**src/rtl/alu_share_arbiter.sv**
```systemverilog
// alu_share_arbiter: lets two requesters share one registered ALU.
//   Round-robin grant in IDLE, latch operands, drive the ALU for one issue
//   cycle, wait out ALU_LAT, then hold the result for the owner's response
//   handshake. Unsupported opcodes are answered with resp_err without
//   touching the ALU port.
// Ports:
//   clk, rst                  clock, synchronous active-high reset
//   reqN_valid/ready/op/a/b   request channel per requester (ready is combinational)
//   alu_op/left/right         registered ALU inputs
//   alu_result/zero           ALU outputs
//   respN_valid/ready         response channel per requester
//   resp_result/zero/err      shared response payload
module alu_share_arbiter #(
  parameter int unsigned DATA_W  = 32,
  parameter int unsigned ALU_LAT = 1
) (
  input  logic              clk,
  input  logic              rst,
  input  logic              req0_valid,
  output logic              req0_ready,
  input  logic [3:0]        req0_op,
  input  logic [DATA_W-1:0] req0_a,
  input  logic [DATA_W-1:0] req0_b,
  input  logic              req1_valid,
  output logic              req1_ready,
  input  logic [3:0]        req1_op,
  input  logic [DATA_W-1:0] req1_a,
  input  logic [DATA_W-1:0] req1_b,
  output logic [3:0]        alu_op,
  output logic [DATA_W-1:0] alu_left,
  output logic [DATA_W-1:0] alu_right,
  input  logic [DATA_W-1:0] alu_result,
  input  logic              alu_zero,
  output logic              resp0_valid,
  input  logic              resp0_ready,
  output logic              resp1_valid,
  input  logic              resp1_ready,
  output logic [DATA_W-1:0] resp_result,
  output logic              resp_zero,
  output logic              resp_err
);

  localparam int unsigned OP_W  = 4;
  localparam int unsigned CNT_W = 3;

  typedef enum logic [1:0] {
    S_IDLE  = 2'd0,
    S_ISSUE = 2'd1,
    S_WAIT  = 2'd2,
    S_RESP  = 2'd3
  } state_t;

  state_t              r_state;
  state_t              w_state_nxt;
  logic [CNT_W-1:0]    r_cnt;
  logic [CNT_W-1:0]    w_cnt_nxt;
  logic [1:0]          r_resp_valid;
  logic [1:0]          w_resp_valid_nxt;
  logic                r_owner;
  logic                r_last_grant;
  logic [OP_W-1:0]     r_alu_op;
  logic [DATA_W-1:0]   r_alu_left;
  logic [DATA_W-1:0]   r_alu_right;
  logic [DATA_W-1:0]   r_resp_result;
  logic                r_resp_zero;
  logic                r_resp_err;

  logic [1:0]          w_req_valid;
  logic [1:0]          w_req_ready;
  logic [1:0]          w_resp_ready;
  logic                w_grant;
  logic                w_hs;
  logic                w_legal;
  logic                w_capture;
  logic [OP_W-1:0]     w_op;
  logic [DATA_W-1:0]   w_a;
  logic [DATA_W-1:0]   w_b;

  // Opcodes the attached ALU implements.
  function automatic logic op_legal(input logic [OP_W-1:0] op);
    case (op)
      4'd0, 4'd1, 4'd2, 4'd6, 4'd7, 4'd12: op_legal = 1'b1;
      default:                             op_legal = 1'b0;
    endcase
  endfunction

  assign w_req_valid  = {req1_valid, req0_valid};
  assign w_resp_ready = {resp1_ready, resp0_ready};

  // Round-robin: on contention the requester that did not win last time gets it.
  assign w_grant = w_req_valid[1] & (~w_req_valid[0] | ~r_last_grant);

  assign w_op    = w_grant ? req1_op : req0_op;
  assign w_a     = w_grant ? req1_a  : req0_a;
  assign w_b     = w_grant ? req1_b  : req0_b;
  assign w_legal = op_legal(w_op);
  assign w_hs    = |w_req_ready;
  assign w_capture = (r_state == S_WAIT) && (r_cnt == '0);

  // State register.
  always_ff @(posedge clk) begin
    if (rst) begin
      r_state      <= S_IDLE;
      r_cnt        <= '0;
      r_resp_valid <= '0;
    end else begin
      r_state      <= w_state_nxt;
      r_cnt        <= w_cnt_nxt;
      r_resp_valid <= w_resp_valid_nxt;
    end
  end

  // Next state, wait counter, response valids and request readies.
  always_comb begin
    w_state_nxt      = r_state;
    w_cnt_nxt        = r_cnt;
    w_resp_valid_nxt = r_resp_valid;
    w_req_ready      = '0;
    case (r_state)
      S_IDLE: begin
        if (|w_req_valid) begin
          w_req_ready[w_grant] = 1'b1;
          if (w_legal) begin
            w_state_nxt = S_ISSUE;
          end else begin
            w_state_nxt                = S_RESP;
            w_resp_valid_nxt[w_grant]  = 1'b1;
          end
        end
      end
      S_ISSUE: begin
        // ALU samples its inputs at the end of this cycle.
        w_cnt_nxt   = CNT_W'(ALU_LAT - 1);
        w_state_nxt = S_WAIT;
      end
      S_WAIT: begin
        if (r_cnt == '0) begin
          w_state_nxt               = S_RESP;
          w_resp_valid_nxt[r_owner] = 1'b1;
        end else begin
          w_cnt_nxt = r_cnt - CNT_W'(1);
        end
      end
      S_RESP: begin
        // Only the owner's ready completes the response.
        if (w_resp_ready[r_owner]) begin
          w_state_nxt      = S_IDLE;
          w_resp_valid_nxt = '0;
        end
      end
      default: begin
        w_state_nxt      = S_IDLE;
        w_resp_valid_nxt = '0;
      end
    endcase
  end

  // Operand latch, ALU drive registers and response payload.
  always_ff @(posedge clk) begin
    if (rst) begin
      r_owner       <= 1'b0;
      r_last_grant  <= 1'b1;
      r_alu_op      <= '0;
      r_alu_left    <= '0;
      r_alu_right   <= '0;
      r_resp_result <= '0;
      r_resp_zero   <= 1'b0;
      r_resp_err    <= 1'b0;
    end else begin
      if (w_hs) begin
        r_owner      <= w_grant;
        r_last_grant <= w_grant;
        if (w_legal) begin
          // ALU port only changes when entering ISSUE.
          r_alu_op    <= w_op;
          r_alu_left  <= w_a;
          r_alu_right <= w_b;
        end else begin
          r_resp_result <= '0;
          r_resp_zero   <= 1'b0;
          r_resp_err    <= 1'b1;
        end
      end
      if (w_capture) begin
        r_resp_result <= alu_result;
        r_resp_zero   <= alu_zero;
        r_resp_err    <= 1'b0;
      end
    end
  end

  assign req0_ready  = w_req_ready[0];
  assign req1_ready  = w_req_ready[1];
  assign alu_op      = r_alu_op;
  assign alu_left    = r_alu_left;
  assign alu_right   = r_alu_right;
  assign resp0_valid = r_resp_valid[0];
  assign resp1_valid = r_resp_valid[1];
  assign resp_result = r_resp_result;
  assign resp_zero   = r_resp_zero;
  assign resp_err    = r_resp_err;

endmodule

```
**config.mk**
```make
export PLATFORM = sky130hd
export DESIGN_NAME = alu_share_arbiter
export DESIGN_NICKNAME = d
export VERILOG_FILES = /design/src/rtl/alu_share_arbiter.sv
export SDC_FILE = /design/constraint.sdc
export NUM_CORES = 1
export LEC_CHECK = 0
export ABC_AREA = 1
export BUFFER_PORTS_ARGS = -buffer_cell sky130_fd_sc_hd__buf_2
export CORE_MARGIN = 2
export CORE_UTILIZATION = 30
export DETAILED_ROUTE_END_ITERATION = 8
export GPL_TIMING_DRIVEN = 1
export HOLD_SLACK_MARGIN = 0.08
export SLEW_MARGIN = 40
export SYNTH_ARGS = -nofsm -noshare
export SYNTH_HDL_FRONTEND = slang
export SYNTH_SLANG_ARGS = --single-unit
```
**constraint.sdc**
```tcl
create_clock -name clk -period 2.55 [get_ports clk]
set_input_delay 0.255 -clock clk [delete_from_list [all_inputs] [get_ports clk]]
set_output_delay 0.255 -clock clk [all_outputs]
set_load 0.01 [all_outputs]
```
==> results of run 1 <==
state kept, by name, summed over array words and instances (netlist names):
name / cells
alu_right: 32
resp_zero: 1
resp_err: 1
r_resp_valid: 2
r_cnt: 3
alu_left: 32
r_owner: 1
r_last_grant: 1
resp_result: 32
alu_op: 4
r_state: 2
stage by stage:
step / total power [mW] / cells / area, sq um
finish: 5.91 / 1237 / 6870
CTS: 6.00 / 1237 / 6870
floorplan: 3.61 / 758 / 4990
global placement: 4.35 / 1221 / 6530
global route: 6.36 / 1237 / 6870
detailed placement: 4.36 / 1221 / 6530
worst paths after layout:
path                  from              to
min reg2reg  alu_right[15]   alu_right[15]
min          alu_result[6]  resp_result[6]
max           r_last_grant      req0_ready
max reg2reg     r_state[0]    alu_right[2]
cells in the final DEF (no fill, tap or decap):
| master | netlist | final |
|---|---|---|
| o22ai_1 | 2 | 2 |
| clkbuf_16 | 0 | 9 |
| nand2_2 | 1 | 1 |
| or2_2 | 1 | 1 |
| o21bai_1 | 1 | 1 |
| o21ai_0 | 5 | 5 |
| clkinv_1 | 1 | 1 |
| a21oi_1 | 108 | 108 |
| nand3_2 | 1 | 1 |
| a31oi_1 | 1 | 1 |
| clkbuf_1 | 28 | 1 |
| inv_6 | 0 | 1 |
| buf_4 | 4 | 14 |
| ha_1 | 6 | 6 |
| and2_1 | 2 | 2 |
| nand3b_1 | 1 | 1 |
| bufinv_16 | 0 | 3 |
| inv_2 | 2 | 2 |
| dfxtp_1 | 111 | 111 |
| clkinv_4 | 0 | 2 |
| nor3_1 | 1 | 1 |
| nor2_1 | 6 | 6 |
| nand2_1 | 395 | 395 |
| nand3_1 | 43 | 43 |
| nand2_4 | 1 | 1 |
| buf_2 | 12 | 279 |
| inv_1 | 19 | 19 |
metal layers:
layer	vias to the layer above	global-route usage, %
met2	162	30.5
met1	2401	20.9
li1	2892	-
met5	-	0
met4	0	6.03
met3	25	4.02
cell families (layout without fill, tap and decap cells):
kind of cell	after synthesis	after routing
and+or+nand+nor	452	452
AOI/OAI and AO/OA	117	117
DFF	111	111
buffers and inverters	72	331
adders and majority gates	6	6
area by class of cell:
type	instances	area, sq um	area share [%]
Clock buffer	10	229	3.33
Clock inverter	6	116	1.69
Inverter	22	82.6	1.20
Multi-Input combinational cell	575	2450	35.6
Sequential cell	111	2220	32.3
Tap cell	220	275	4.01
Timing Repair Buffer	293	1500	21.8
where the power goes:
part / internal [mW] / switching (mW) / leakage [nW]
Sequential: 2.05 / 0.158 / 0.904
Combinational: 0.743 / 1.35 / 2.46
Clock: 0.969 / 0.651 / 0.167
worst max-delay path, delay by kind of cell, from the launching register on:
family	cells	cell delay [ns]
simple gates	3	0.34
buf+inv	3	0.73
flops	1	0.32
==> flow_metrics.py, run 1 <==
metrics = {
    "sta": {
        "hold_violations": 0,
        "grt_setup_unrepaired": "no",
        "setup_slack_ns": 0.547,
        "min_period_over_period_pct": 78.6,
        "drv_slew": 0,
        "finalCriticalPeriod_ns": 2.00,
        "relSlewSlack_pct": 55.4,
        "clock_skew_ns": 0.00851,
        "holdWs_ns": 0.150,
        "setup_viol": 0,
        "worstMarginPinSlew_ns": 0.669,
        "setup_tns_ns": 0,
        "max_freq_mhz": 499,
    },
    "yosys": {
        "synth_top_family_by_area": "simple AND/OR/NAND/NOR gates",
        "yosys.area.top_type": "dfxtp_1",
        "seq_area_frac_synth_pct": 44.5,
        "post_synth_xor_area_fraction_pct": 0,
        "ys_warn_count": 0,
        "yosys.area_share.simple_pct": 35.6,
        "yosys.area_share.adder_pct": 1.50,
        "syn-num-nets": 939,
        "yosysTopAreaCellShare_pct": 44.5,
        "yosysMostFrequentCell": "nand2_1",
        "syn_inst": 758,
        "synthMuxAreaShare_pct": 0,
        "synth_compound_area_share_pct": 11.9,
        "syn_area_sq_mm": 0.00499,
        "synth_top_cells_by_count": "nand2_1 (395), dfxtp_1 (111), a21oi_1 (108), nand3_1 (43), clkbuf_1 (28)",
        "ys_seq_elements": 111,
        "yosysUniqueCellTypes": 25,
        "syn_area_per_cell_sq_um": 6.58,
        "synth_edf_count": 0,
        "yosys_most_used_dff": "dfxtp_1",
        "synthTopCellsByArea": "dfxtp_1 (45%), nand2_1 (30%), a21oi_1 (11%), nand3_1 (4.3%), clkbuf_1 (2.1%)",
        "async_reset_ff_share_pct": 0,
    },
    "clock_tree": {
        "cts_tree": "yes",
        "clk_pin_slew_worst_paths_ns": 0.08,
        "cts_setup_buffers": 0,
        "clock_latency_ns": 0.35,
        "cts_hold_buf": 0,
        "clk_path_buf_depth": 2,
        "htreeDepth": 3,
        "cts-root-buf": "clkbuf_16",
        "cts_resized": 0,
        "clock_sinks": 111,
        "cts_made_buffers": 9,
    },
    "global_route": {
        "antenna_found_initial": 0,
        "grt_max_degree": 66,
        "grt_pass1_wl_um": 25200,
        "grt_overflow": 0,
        "grt_pass1_vias": 5135,
        "grt_use_total_pct": 17.4,
    },
    "setup_path": {
        "crit_path_top_delay_cell": "buf_4",
        "worst_setup_path_start_kind": "register",
        "worstSetupPathType": "reg -> out",
        "critPathMaxFanout": 65,
        "crit_path_max_incr_delay_ns": 0.50,
        "cp.arrival_ns": 1.75,
        "required_ns": 2.30,
        "cp-end-kind": "primary output",
        "rr_worst_depth": 9,
        "reg2reg_setup_slack_ns": 0.65,
        "path_cells": "nand2_2, nand2_4, inv_2, buf_4, nor2_1, buf_2",
    },
    "pwr": {
        "vdd_drop_max_mv": 0.541,
        "leakagePower_nw": 3.53,
        "power_density_mw_per_mm2": 861,
    },
    "cells_and_area": {
        "drive_above_1_share_pct": 30.9,
        "synthToLayoutAreaGrowth_pct": 37.7,
        "finalCoreUtilization_pct": 41.9,
        "nNetsFinal": 1193,
        "nFillCells": 1755,
        "n_antenna_cell": 0,
    },
    "floorplan": {
        "ioPinCount": 281,
        "coreArea_sq_mm": 0.0164,
        "fp-row-count": 47,
        "start_util_pct": 30.4,
        "fp.dieH_um": 133,
        "dieArea_sq_mm": 0.0177,
        "fp.dieW_um": 133,
    },
    "worst_hold_path": {
        "holdPathStages": 3,
        "hold_path.class": "in -> reg",
    },
    "detailed_routing": {
        "avgRoutedWirePerCell_um": 12.6,
        "drt-met1-wl_um": 6890,
        "dr_total_vias": 5480,
        "first_pass_iters": 4,
        "final_antenna_net_count": 0,
        "drt_iter0_drc": 217,
        "met2WireLength_um": 7500,
        "route.met3.wl_um": 823,
        "wirelength_um": 15600,
        "drcViolationCount": 0,
        "topRoutingLayerUsed": "met4",
        "viasPerCell": 4.43,
    },
    "run": {
        "max_cap_violations": 0,
    },
    "placement": {
        "dp_slack_ns": 0.675,
        "hpwl_um": 11400,
        "portBuffers": 280,
        "gp_congestion": 0.794,
    },
    "run_status": {
        "status": "finished, final reports clean",
    },
}
Power figures use the tool's default switching activity.
==> inputs of run 2 (changes only) <==
==> constraint.sdc (replaced) <==
create_clock -name clk -period 1.8 [get_ports clk]
set_input_delay 0.18 -clock clk [delete_from_list [all_inputs] [get_ports clk]]
set_output_delay 0.18 -clock clk [all_outputs]
set_load 0.01 [all_outputs]
==> run 2 against run 1 <==
  * Count of clock-buffer cells in the layout increased by 1
  * Total power increased by 47%
  * Sequential power increased by 43%
  * Non-clock buffer count increased by 37
  * Via count increased by 3.1%
  * Die area unchanged
  * Routed wire length increased by 7.2%
  * Utilization increased by 3.1 points
  * Register-to-register slack got worse by 0.50 ns
  * Clock power increased by 31%
  * Largest cell class unchanged
  * Largest power group is now combinational logic
==> flow_metrics.py, run 2 (synthesized netlist as in run 1, its figures left out) <==
metrics = {
    "sta": {
        "grt_setup_unrepaired": "no",
        "drv_slew": 0,
        "min_period_over_period_pct": 92.6,
        "setup_viol": 0,
        "setup_tns_ns": 0,
        "clock_skew_ns": 0.00675,
        "hold_violations": 0,
        "max_freq_mhz": 600,
        "relSlewSlack_pct": 74.3,
        "holdWs_ns": 0.108,
        "worstMarginPinSlew_ns": 0.385,
        "finalCriticalPeriod_ns": 1.67,
    },
    "setup_path": {
        "required_ns": 1.62,
        "worstSetupPathType": "reg -> out",
        "critPathMaxFanout": 4,
        "critical_path.endpoint": "req0_ready",
        "crit_path_max_incr_delay_ns": 0.36,
        "r2r_end": "resp_result[21]",
        "rr_worst_depth": 12,
        "cp.arrival_ns": 1.49,
        "path_cells": "inv_2, ha_4, inv_2, nor2_4, buf_4, inv_1, nor2_1, buf_2",
        "startpoint": "r_state[0]",
        "reg2reg_setup_slack_ns": 0.15,
        "worst_setup_path_start_kind": "register",
        "crit_path_frequent_cell": "inv_2",
        "r2r-start": "r_last_grant",
        "cp-end-kind": "primary output",
        "crit_path_top_delay_cell": "dfxtp_2",
    },
    "clock_tree": {
        "clk_pin_slew_worst_paths_ns": 0.07,
        "clock_latency_ns": 0.34,
        "clock_sinks": 111,
        "cts_tree": "yes",
        "htreeDepth": 3,
        "cts-root-buf": "clkbuf_16",
        "cts_made_buffers": 9,
        "clk_path_buf_depth": 2,
    },
    "global_route": {
        "grt_pass1_wl_um": 25800,
        "grt_overflow": 0,
        "grt_use_total_pct": 17.8,
        "antenna_found_initial": 0,
        "grt_max_degree": 53,
        "grt_pass1_vias": 5153,
    },
    "worst_hold_path": {
        "hold_path.class": "in -> reg",
    },
    "cells_and_area": {
        "synthToLayoutAreaGrowth_pct": 48.0,
        "stdcell_count": 1275,
        "n_antenna_cell": 0,
        "final_common_cell": "nand2_1",
        "nNetsFinal": 1231,
        "layout_common_cells": "nand2_1 (392), buf_2 (279), dfxtp_1 (108), a21oi_1 (107), nand3_1 (43)",
        "fin_area_sq_mm": 0.00739,
        "drive_above_1_share_pct": 31.4,
    },
    "floorplan": {
        "fp-row-count": 47,
        "ioPinCount": 281,
        "start_util_pct": 30.4,
        "coreArea_sq_mm": 0.0164,
        "fp.dieH_um": 133,
        "fp.dieW_um": 133,
        "dieArea_sq_mm": 0.0177,
    },
    "detailed_routing": {
        "drcViolationCount": 0,
        "viasPerCell": 4.43,
        "avgRoutedWirePerCell_um": 13.1,
        "first_pass_iters": 5,
        "dr_total_vias": 5648,
        "final_antenna_net_count": 0,
        "drt_iter0_drc": 306,
        "wirelength_um": 16700,
    },
    "run_status": {
        "status": "finished, final reports clean",
    },
    "placement": {
        "hpwl_um": 11500,
        "placed_area_sq_mm": 0.00660,
        "gp_congestion": 0.795,
        "portBuffers": 280,
        "dp_cells": 1222,
    },
    "run": {
        "max_cap_violations": 0,
    },
    "pwr": {
        "total_power_mw": 8.72,
        "power_density_mw_per_mm2": 1180,
        "vdd_drop_max_mv": 0.589,
        "leakagePower_nw": 3.73,
    },
}
-- run 2: worst max-delay path, delay by kind of cell, from the launching register on --
| kind | cells | cell delay [ns] |
|---|---|---|
| flops | 1 | 0.36 |
| fa+ha+maj | 1 | 0.17 |
| buf+inv | 5 | 0.53 |
| simple gates | 2 | 0.09 |
-- run 2: worst min path at each step --
stage                              start              end  slack [ns]  depth (start not counted)
after detailed placement  alu_result[24]  resp_result[24]        0.44                          3
after floorplan            alu_result[0]   resp_result[0]        0.33                          2
after CTS                 alu_result[27]  resp_result[27]        0.09                          3
after global routing      alu_result[27]  resp_result[27]        0.10                          3
after global placement    alu_result[15]  resp_result[15]        0.44                          3
final                     alu_result[27]  resp_result[27]        0.11                          3
-- run 2: timing repair --
action | in CTS | in global routing
setup buffers | 0 | 1
cloned | 0 | 4
pin swaps | 0 | 3
endpoints found under the setup margin | 1 | 92
resized for setup | 4 | 18
hold endpoints to repair | 32 | 0
hold buffers | 32 | 0
-- run 2: layout make-up --
type / count / area [sq um]
fillers: 1752 / 9020
multi-input cells: 576 / 2500
flip-flops and latches: 111 / 2230
repair buffers: 330 / 1990
well taps: 220 / 275
clock buffers: 11 / 233
inverters: 22 / 87.6
clock inverters: 5 / 81.3
-- run 2: metrics by stage --
stage          util (%)  worst slack [ns]
6_report           45.0             0.133
5_1_grt            45.0            0.0172
4_1_cts            44.2         0.0000686
3_5_place_dp       40.2            0.0754
3_3_place_gp       40.2             0.101
2_1_floorplan         -             0.240
-- run 2: layer usage --
metal	routed length [um]	part of all wire [%]	global-route usage, %
met5	0	0	0
met4	484	2.9	7.77
met3	916	5.5	3.64
met2	7820	47	29.7
met1	7460	45	22.3
-- run 2: where the power goes --
part	internal [mW]	switching, mW
Sequential	2.91	0.237
Clock	1.22	0.891
Combinational	1.39	2.07
==> inputs of run 3 (changes only) <==
--- a/config.mk
+++ b/config.mk
@@ -5,7 +5,6 @@
 export SDC_FILE = /design/constraint.sdc
 export NUM_CORES = 1
 export LEC_CHECK = 0
-export ABC_AREA = 1
 export BUFFER_PORTS_ARGS = -buffer_cell sky130_fd_sc_hd__buf_2
 export CORE_MARGIN = 2
 export CORE_UTILIZATION = 30
==> run 3 against run 2 <==
  * Maximum frequency decreased by 2.6%
  * Area after synthesis decreased by 0.60%
  * Global-route usage decreased by 2.8 points
  * Combinational power up 23%
  * Largest power group unchanged
  * First-iteration DRC count fell by 58%
  * Synthesized cell count fell by 39%
  * Critical endpoint is now r_resp_valid[1]
  * Utilization rose by 1.4 points
==> flow_metrics.py, run 3 <==
metrics = {
    "run_status": {
        "status": "finished, final reports clean",
    },
    "cells_and_area": {
        "nFillCells": 1571,
        "nNetsFinal": 962,
        "final_common_cell": "buf_2",
        "layout_common_cells": "buf_2 (279), dfxtp_1 (109), nor2_1 (82), mux2i_1 (69), a211oi_2 (61)",
        "synthToLayoutAreaGrowth_pct": 53.1,
        "regArea_sq_mm": 0.00222,
        "drive_above_1_share_pct": 51.1,
        "multi_input_area_sq_mm": 0.00256,
    },
    "placement": {
        "hpwl_um": 9870,
        "portBuffers": 280,
        "gp_congestion": 0.754,
    },
    "sta": {
        "worstMarginPinSlew_ns": 0.383,
        "setup_viol": 0,
        "drv_slew": 0,
        "min_period_over_period_pct": 95.0,
        "relSlewSlack_pct": 74.5,
        "setup_tns_ns": 0,
        "grt_setup_unrepaired": "no",
        "clock_skew_ns": 0.00902,
        "max_freq_mhz": 585,
        "finalCriticalPeriod_ns": 1.71,
        "hold_violations": 0,
    },
    "yosys": {
        "yosysTopAreaCellShare_pct": 44.8,
        "yosysMostFrequentCell": "dfxtp_1",
        "syn-num-nets": 644,
        "seq_area_frac_synth_pct": 44.8,
        "ys_seq_elements": 111,
        "syn_area_per_cell_sq_um": 10.7,
        "synthTopCellsByArea": "dfxtp_1 (45%), mux2i_1 (14%), a211oi_2 (13%), nor2_1 (6.4%), a22o_1 (5.8%)",
        "ys_warn_count": 0,
        "syn_area_sq_mm": 0.00496,
        "yosysUniqueCellTypes": 40,
        "synth_edf_count": 0,
        "yosys.area.top_type": "dfxtp_1",
        "async_reset_ff_share_pct": 0,
        "syn_inst": 463,
        "yosys_most_used_dff": "dfxtp_1",
        "synth_top_cells_by_count": "dfxtp_1 (111), nor2_1 (84), mux2i_1 (69), a211oi_2 (51), a22o_1 (33)",
    },
    "clock_tree": {
        "clock_sinks": 111,
        "clock_latency_ns": 0.34,
        "clk_path_buf_depth": 2,
        "cts_tree": "yes",
        "cts_made_buffers": 9,
        "htreeDepth": 3,
        "cts-root-buf": "clkbuf_16",
        "clk_pin_slew_worst_paths_ns": 0.07,
    },
    "pwr": {
        "power_density_mw_per_mm2": 1280,
        "vdd_drop_max_mv": 0.799,
        "total_power_mw": 9.72,
        "leakagePower_nw": 3.49,
    },
    "floorplan": {
        "ioPinCount": 281,
        "start_util_pct": 30.3,
        "fp-row-count": 47,
        "coreArea_sq_mm": 0.0163,
        "dieArea_sq_mm": 0.0176,
        "fp.dieH_um": 133,
        "fp.dieW_um": 133,
    },
    "detailed_routing": {
        "viasPerCell": 4.57,
        "drt_iter0_drc": 127,
        "first_pass_iters": 4,
        "wirelength_um": 14900,
        "final_antenna_net_count": 0,
        "drcViolationCount": 0,
        "dr_total_vias": 4600,
        "avgRoutedWirePerCell_um": 14.8,
    },
    "global_route": {
        "grt_overflow": 0,
        "antenna_found_initial": 3,
        "grt_use_total_pct": 15.0,
        "grt_pass1_wl_um": 21500,
        "grt_pass1_vias": 4380,
        "grt_max_degree": 71,
    },
    "setup_path": {
        "cp.arrival_ns": 1.98,
        "cp-end-kind": "register",
        "critPathMaxFanout": 3,
        "worstSetupPathType": "reg -> reg",
        "required_ns": 2.07,
        "worst_setup_path_start_kind": "register",
        "reg2reg_setup_slack_ns": 0.09,
    },
    "run": {
        "max_cap_violations": 0,
    },
    "worst_hold_path": {
        "hold_path.class": "in -> reg",
    },
}
-- run 3: cell count changes after synthesis, moves of 42 or more --
cell      delta
nor2_1      +78
a211oi_2    +51
mux2i_1     +69
a21oi_1     -99
nand3_1     -42
nand2_1    -391
-- run 3: cells by family after synthesis --
family | Yosys count | share of synthesized area [%]
compound gates | 128 | 25.6
xor+xnor | 1 | 0.177
fa+ha+maj | 6 | 1.51
buf+inv | 45 | 5.27
flops | 111 | 44.8
mux | 69 | 13.9
simple gates | 103 | 8.73
-- run 3: metal layers --
layer	share of wire, %	GRT usage (%)
met5	0.047	0
met4	1.6	5.50
met3	6.9	4.71
met2	48	25.6
met1	44	17.7
-- run 3: timing repair --
item                                    4_1_cts  5_1_grt
hold buffers                                 33        0
endpoints found under the setup margin        0       71
setup buffers                                 0        7
gates resized for setup                       0       20
hold endpoints to repair                     33        0
-- run 3: final cells by class --
cell class / instances / share of cell area, %
Tap cell: 220 / 3.62
Clock buffer: 12 / 3.38
Timing Repair Buffer: 345 / 29.0
Inverter: 7 / 0.346
Multi-Input combinational cell: 307 / 33.7
Sequential cell: 111 / 29.3
Antenna cell: 1 / 0.0329
Clock inverter: 4 / 0.692
-- run 3: metrics by stage --
stage	hold slack [ns]	setup slack (ns)	utilization (%)	instances	area (sq um)
after global placement	0.395	0.0566	40.7	943	6650
after global routing	0.146	0.00746	46.5	1007	7600
after CTS	0.139	0.0130	44.6	992	7290
after floorplan	0.313	0.0140	-	463	4960
final	0.152	0.0896	46.5	1007	7600
after detailed placement	0.399	0.0234	40.7	943	6650
-- run 3: where the power goes --
group	internal, mW	switching (mW)	total, mW
Combinational	2.02	2.25	4.27
Clock	1.16	0.890	2.05
Sequential	3.08	0.310	3.39
-- run 3: critical path: stages, from the launching register on --
cell,delay [ns]
dfxtp_2,0.34
inv_1,0.04
ha_1,0.19
ha_1,0.20
nor2b_2,0.15
a211oi_2,0.07
and3_1,0.19
a311o_1,0.35
a21oi_1,0.12
-- run 3: final timing paths --
kind,start,endpoint,depth (start not counted)
setup / recovery,r_cnt[0],r_resp_valid[1],8
hold reg to reg,resp_result[5],resp_result[5],1
hold / removal,rst,r_state[0],2
setup reg to reg,r_cnt[0],r_resp_valid[1],8
